<file path="config.mk">
export PLATFORM = sky130hd
export DESIGN_NAME = bank_serializer
export DESIGN_NICKNAME = d
export VERILOG_FILES = /design/src/rtl/bank_serializer.sv
export SDC_FILE = /design/constraint.sdc
export NUM_CORES = 2
export LEC_CHECK = 0
export CAP_MARGIN = 20
export CORE_ASPECT_RATIO = 0.7
export CORE_UTILIZATION = 50
export CTS_CLUSTER_DIAMETER = 80
export DETAILED_ROUTE_END_ITERATION = 16
export MAX_ROUTING_LAYER = met4
export PLACE_DENSITY = 0.76
export SLEW_MARGIN = 20
export SYNTH_ARGS = -nofsm -noshare
export SYNTH_HDL_FRONTEND = slang
export SYNTH_SLANG_ARGS = --single-unit
</file>
<file path="constraint.sdc">
create_clock -name clk -period 15.6 [get_ports clk]
set_input_delay 2.34 -clock clk [delete_from_list [all_inputs] [get_ports clk]]
set_output_delay 2.34 -clock clk [all_outputs]
set_load 0.005 [all_outputs]
</file>
<file path="src/rtl/bank_serializer.sv">
// bank_serializer: accepts a whole frame of NUM_BANKS bank values in one
// handshake and plays it out as NUM_BEATS beats of OUT_WIDTH lanes each.
// Two frame slots (drain + hold) let the next frame queue up behind the
// one being drained, so back-to-back frames stream with no bubble.
module bank_serializer #(
    parameter int DATA_WIDTH = 16,
    parameter int NUM_BANKS  = 40,
    parameter int OUT_WIDTH  = 1
) (
    input  logic                  clk,
    input  logic                  reset_n,
    input  logic [DATA_WIDTH-1:0] s_data [NUM_BANKS],
    input  logic                  s_valid,
    output logic                  s_ready,
    output logic [DATA_WIDTH-1:0] m_data [OUT_WIDTH],
    output logic [OUT_WIDTH-1:0]  m_keep,
    output logic                  m_valid,
    input  logic                  m_ready,
    output logic                  m_last,
    output logic [15:0]           frames_done
);

    localparam int NUM_BEATS = (NUM_BANKS + OUT_WIDTH - 1) / OUT_WIDTH;
    localparam int PAD_BANKS = NUM_BEATS * OUT_WIDTH;
    localparam int BEAT_W    = $clog2(NUM_BEATS + 1);
    localparam logic [BEAT_W-1:0] LAST_BEAT = BEAT_W'(NUM_BEATS - 1);

    // Frame storage; contents are qualified by the full flags, so no reset.
    logic [DATA_WIDTH-1:0] drain_reg [NUM_BANKS];
    logic [DATA_WIDTH-1:0] hold_reg  [NUM_BANKS];
    // Drain slot viewed as a whole number of beats; pad lanes read as zero.
    logic [DATA_WIDTH-1:0] padded    [PAD_BANKS];

    logic              drain_full_reg, drain_full_next;
    logic              hold_full_reg,  hold_full_next;
    logic [BEAT_W-1:0] beat_reg,       beat_next;
    logic [15:0]       frames_done_reg, frames_done_next;

    logic in_hs, out_hs, last_hs;
    logic load_drain, load_hold, move_hold;

    assign s_ready     = !hold_full_reg;
    assign m_valid     = drain_full_reg;
    assign m_last      = drain_full_reg && (beat_reg == LAST_BEAT);
    assign frames_done = frames_done_reg;

    assign in_hs   = s_valid && s_ready;
    assign out_hs  = m_valid && m_ready;
    assign last_hs = out_hs && (beat_reg == LAST_BEAT);

    // A new frame goes straight to the drain slot when it is free this edge;
    // otherwise it waits in the hold slot. Hold is only ever loaded while
    // s_ready is high, so load_hold and move_hold never coincide.
    assign load_drain = in_hs && (!drain_full_reg || last_hs);
    assign load_hold  = in_hs && drain_full_reg && !last_hs;
    assign move_hold  = last_hs && hold_full_reg;

    // Next-state for slot flags, beat counter and completed-frame counter.
    always_comb begin
        drain_full_next  = drain_full_reg;
        hold_full_next   = hold_full_reg;
        beat_next        = beat_reg;
        frames_done_next = frames_done_reg;
        if (load_drain || move_hold) begin
            drain_full_next = 1'b1;
        end else if (last_hs) begin
            drain_full_next = 1'b0;
        end
        if (move_hold) begin
            hold_full_next = 1'b0;
        end else if (load_hold) begin
            hold_full_next = 1'b1;
        end
        if (last_hs) begin
            beat_next        = '0;
            frames_done_next = frames_done_reg + 16'd1;
        end else if (out_hs) begin
            beat_next = beat_reg + 1'b1;
        end
    end

    // Control state register; reset discards both slots at once.
    always_ff @(posedge clk or negedge reset_n) begin
        if (!reset_n) begin
            drain_full_reg  <= 1'b0;
            hold_full_reg   <= 1'b0;
            beat_reg        <= '0;
            frames_done_reg <= '0;
        end else begin
            drain_full_reg  <= drain_full_next;
            hold_full_reg   <= hold_full_next;
            beat_reg        <= beat_next;
            frames_done_reg <= frames_done_next;
        end
    end

    // Frame capture: s_data is sampled only on an input handshake.
    always_ff @(posedge clk) begin
        if (move_hold) begin
            drain_reg <= hold_reg;
        end else if (load_drain) begin
            drain_reg <= s_data;
        end
        if (load_hold) begin
            hold_reg <= s_data;
        end
    end

    generate
        for (genvar gi = 0; gi < PAD_BANKS; gi++) begin : g_pad
            if (gi < NUM_BANKS) begin : g_real
                assign padded[gi] = drain_reg[gi];
            end else begin : g_zero
                assign padded[gi] = '0;
            end
        end

        for (genvar gi = 0; gi < OUT_WIDTH; gi++) begin : g_lane
            logic [DATA_WIDTH-1:0] lane_data;
            logic                  lane_keep;

            // Select this lane's bank for the current beat; idle lanes read zero.
            always_comb begin
                lane_data = '0;
                lane_keep = 1'b0;
                if (drain_full_reg) begin
                    for (int b = 0; b < NUM_BEATS; b++) begin
                        if (beat_reg == BEAT_W'(b)) begin
                            lane_data = padded[b * OUT_WIDTH + gi];
                            lane_keep = ((b * OUT_WIDTH + gi) < NUM_BANKS);
                        end
                    end
                end
            end

            assign m_data[gi] = lane_data;
            assign m_keep[gi] = lane_keep;
        end
    endgenerate

endmodule

</file>
Word level (Yosys, flattened, before mapping)

Index checks and enable logic that the tools add are counted.

Register bits after elaboration: 1304
Word-level logic and storage cells: 233
Bits of input ports: 644

Mux-type cells: 90
Add/sub/neg operators: 2
Eq/ne operators: 39
Reductions and logical operators: 18

Operator list:

| kind                  | number |
|---|---|
| $mux 640              | 2 |
| $mux 16               | 41 |
| $eq 6x5->1 const B    | 16 |
| $eq 6x4->1 const B    | 8 |
| $eq 6x6->1 const B    | 8 |
| $mux 1                | 45 |
| $eq 6x3->1 const B    | 4 |
| $add 16x1->16 const B | 1 |
| $eq 6x2->1 const B    | 2 |
| $mux 6                | 2 |
| $logic_and 1x1->1     | 8 |
| $reduce_bool 2->1     | 4 |
| $add 6x1->6 const B   | 1 |
| $eq 6x1->1 const B    | 1 |
| $logic_not 6->1       | 1 |
| $logic_not 1->1       | 3 |
| $logic_or 1x1->1      | 2 |

Logic depth before layout (Yosys ltp)

Depth in word-level cells: 42
Mapped depth: 13
Gate-level depth less buffers: 10

Worst setup path before layout

Ideal clock, no wire load.

Kind: input -> register
Start: input m_ready
End: register hold_reg[0] (netlist bit) (enable)
Slack: -2815 ps
Data required time: 14505 ps
Setup time: 1095 ps
Path buffers: 1
Arrival: 17320 ps
Cell stages on the path: 4
Cells stage by stage: and2_1 clkbuf_1 nand2_1 and3_1

Word-level cells in the longest chain between the ends: 4

Ends and longest elaborated chain:

| item                 | line | RTL |
|---|---|---|
| start, declared      | 18   | `input logic m_ready,` |
| $logic_and 1x1->1    | 48   | `assign out_hs = m_valid && m_ready;` |
| $logic_and 1x1->1    | 49   | `assign last_hs = out_hs && (beat_reg == LAST_BEAT);` |
| $logic_not 1->1      | 55   | `assign load_hold = in_hs && drain_full_reg && !last_hs;` |
| $logic_and 1x1->1    | 55   |  |
| net load_hold        | 40   | `logic load_drain, load_hold, move_hold;` |
| end signal, assigned | 105  | `hold_reg <= s_data;` |
| end, declared        | 30   | `logic [DATA_WIDTH-1:0] hold_reg [NUM_BANKS];` |

The timed path passes the listed nets, and every way through them passes these cells.
A chain may end at the register's enable or synchronous reset.

==> results.cfg <==
[critical_path]
critical_path_buf_inv_count = 3
crit_type = register to output port
crit_path_cell_trace = inv_1, ha_1, buf_4, or3b_2, nor2_1, nand2_1, nand3_1, o21ai_0, o31ai_1, a31oi_1, nor3b_1, clkdlybuf4s50_1
cpPeakStageDelay_ns = 0.79
cp_num_cells = 12
worstPathMaxFanout = 16
reg2reg_slack_ns = 9.43
critPathTopFamily = simple AND/OR/NAND/NOR gates
crit-reg2reg-launch = beat_reg[2]
crit_arrival_ns = 5.98
worst_setup_path_end_kind = output port
critical-path-slowest-cell = sky130_fd_sc_hd__nor2_1
worst_r2r_endpoint = drain_reg[383]
worstSetupStartpoint = beat_reg[1]
endpoint = m_data[15]
worst_r2r_path_depth = 10
critPathLaunchType = register
critPathRequiredTime_ns = 13.26

[drt]
drc = 0
first_iter_violations = 4642
maxUsedRoutingLayer = met4
met3_wirelength_um = 18990
route.vias.total = 33889
detail_route.wl_per_cell_um = 32.32
drt.antenna.violating_nets = 0
m1WireLength_um = 74390
viasPerCell = 6.194
drt-pass1-iter-count = 6
wl_met2_um = 79610
routed_wirelength_um = 176800

[synth]
synth_edf_count = 1280
synthesis.area_per_instance_um2 = 16.79
synth_warnings = 0
async_reset_ff_frac = 0.01840
synth_largest_type_area_fraction = 0.7173
yosysMostFrequentCell = sky130_fd_sc_hd__edfxtp_1
synth_ff_type = sky130_fd_sc_hd__edfxtp_1
netlist_area_um2 = 53590
post_synth_inst_count = 3192
synth.ff_latch_count = 1304
post_synth_main_area_contributors = sky130_fd_sc_hd__edfxtp_1 (72%), sky130_fd_sc_hd__mux2_2 (13%), sky130_fd_sc_hd__a221oi_1 (1.1%)
synth_sequential_area_ratio = 0.7285
synth_cell_types = 86
yosys-top-cells-count = sky130_fd_sc_hd__edfxtp_1 (1280), sky130_fd_sc_hd__mux2_2 (642), sky130_fd_sc_hd__nor2_1 (136)
post-synth-top-area-cell = sky130_fd_sc_hd__edfxtp_1
mappedNetlistNets = 3841

[sta]
report.final.setup_viol = 0
fmax_ghz = 0.1202
setup_total_negative_slack_ns = 0
clk_skew_ns = 0.02506
hold_viol_final = 0
finalCritPeriodShare = 0.5332
unrepaired_setup_endpoints_after_global_routing = no
headroom_to_the_max_slew_limit = 0.1096
finalMaxSlewViolations = 0
hold_ws_ns = 0.4764
finalWorstPathRequiredPeriod_ns = 8.319
tightestPinTransition_ns = 1.336

[power]
p_leak_nw = 21.29
clock_share_of_power = 0.303
combinationalPowerShare = 0.258
power_switching_w = 0.003084
sequentialPowerShare = 0.439
switching_share = 0.3154
report.power.total_w = 0.009779
cell_internal_power_dissipation_w = 0.006695
ir_worst_vdd_mv = 0.09961
p_per_area_nw_per_um2 = 147.8

[hold_path]
hold_depth = 1
class_of_the_tightest_hold_or_removal_check = register to register

[run_status]
status = finished clean

[finish]
synthesis_to_layout_area_growth_pct = 23.45
finish.net_count = 4564
num-fill-cells = 7709
drive_above_1_share = 0.2363
finish.cell_count_without_fillers = 5471

[clock_network]
cts_hold_buf = 0
clk_latency_ns = 0.73
cts.path.max_buffers = 3
numClockSinks = 1304
postcts_resize_cnt = 0
tritoncts_buffer_count = 120
cts-htree-levels = 3
tritoncts_clock_tree = built
clk_root_buffer_cell = sky130_fd_sc_hd__clkbuf_16
postCtsSetupRepairBufs = 0
path_clk_slew_ns = 0.07

[die]
floorplan.die.width_um = 393.3
rows = 100
die_area_um2 = 108500
initial_core_util = 0.5045
design.portCount = 680
die_h_um = 275.9
area_inside_the_core_boundary_um2 = 106200

[global_route]
globalRouteTotalUtil = 0.3299
largest_net_degree_at_the_start_of_global_routing = 182
gr-total-overflow = 0
grt_antenna_before_repair = 23
number_of_global_route_vias_before_repair = 32383
grt_pass1_wl_um = 242300

[placed_design]
routabilityCongestion = 1.004
hpwl_um = 128200
placed_cell_count = 5219
port_buffer_cells = 679

[run]
drv_cap = 0
metrics by stage:
stage,util,worst slack [ns],instance area [um2]
after floorplan,-,4.352,53590
after global placement,0.5851,7.887,62150
after detailed placement,0.5853,7.979,62170
after CTS,0.6219,7.489,66060
after global routing,0.6225,7.303,66130
final,0.6228,7.281,66160
cells by family after synthesis:
group	count (synthesis)	synth area share
flops	1304	0.7285
mux	644	0.1353
compound gates	548	0.07109
simple gates	494	0.04553
buf+inv	178	0.01534
xor+xnor	18	0.002942
fa+ha+maj	6	0.001354
cell usage in the layout, fill, tap and decap left out, types with 31 or more instances in the layout:
cell / synthesis / layout
sky130_fd_sc_hd__edfxtp_1: 1280 / 1280
sky130_fd_sc_hd__o22ai_1: 57 / 57
sky130_fd_sc_hd__o221ai_1: 41 / 41
sky130_fd_sc_hd__o21ai_0: 109 / 108
sky130_fd_sc_hd__diode_2: 0 / 31
sky130_fd_sc_hd__a21oi_1: 101 / 100
sky130_fd_sc_hd__clkbuf_16: 0 / 121
sky130_fd_sc_hd__a221oi_1: 70 / 70
sky130_fd_sc_hd__nor2_1: 136 / 135
sky130_fd_sc_hd__nand3_1: 49 / 49
sky130_fd_sc_hd__mux2_2: 642 / 642
sky130_fd_sc_hd__nor3_1: 52 / 51
sky130_fd_sc_hd__nand2_1: 133 / 133
sky130_fd_sc_hd__buf_4: 4 / 82
sky130_fd_sc_hd__clkdlybuf4s50_1: 0 / 679
power groups by stage:
stage	clock, W	combinational [W]	sequential [W]
6_report	0.00296	0.00252	0.00430
2_1_floorplan	0	0.00110	0.00445
3_3_place_gp	0	0.00242	0.00435
5_1_grt	0.00311	0.00260	0.00432
4_1_cts	0.00298	0.00246	0.00429
3_5_place_dp	0	0.00244	0.00437
worst min-delay path by stage:
stage	from	end	slack, ns
after floorplan	frames_done[15]	frames_done[15]	0.46
after global placement	frames_done[15]	frames_done[15]	0.46
after detailed placement	frames_done[15]	frames_done[15]	0.47
after CTS	frames_done[15]	frames_done[15]	0.48
after global routing	frames_done[15]	frames_done[15]	0.50
final	frames_done[15]	frames_done[15]	0.48
per-layer routing:
layer,vias up,GRT usage
met4,0,0.07280
met2,1973,0.4780
li1,14371,-
met5,-,-
met1,17315,0.4717
met3,230,0.08223
final cells by class:
class | count | area [um2] | share of cell area
inverters | 9 | 33.78 | 0.0005106
repair buffers | 770 | 7550 | 0.1141
clock inverters | 75 | 747.0 | 0.01129
well taps | 1428 | 1787 | 0.02701
diodes | 31 | 77.57 | 0.001173
clock buffers | 144 | 3144 | 0.04753
multi-input cells | 1710 | 13780 | 0.2083
flip-flops and latches | 1304 | 39040 | 0.5901
worst register-to-register path: stages, from the launching register on:
cell	delay [ns]
sky130_fd_sc_hd__dfrtp_1	0.60
sky130_fd_sc_hd__buf_4	0.30
sky130_fd_sc_hd__nand2b_1	0.23
sky130_fd_sc_hd__buf_4	0.28
sky130_fd_sc_hd__nor3_2	0.17
sky130_fd_sc_hd__buf_4	0.24
sky130_fd_sc_hd__and2_1	0.34
sky130_fd_sc_hd__o22a_4	0.65
sky130_fd_sc_hd__buf_4	0.89
sky130_fd_sc_hd__buf_4	0.94
sky130_fd_sc_hd__buf_4	1.06
No activity file was read; power rests on OpenSTA's default activity.
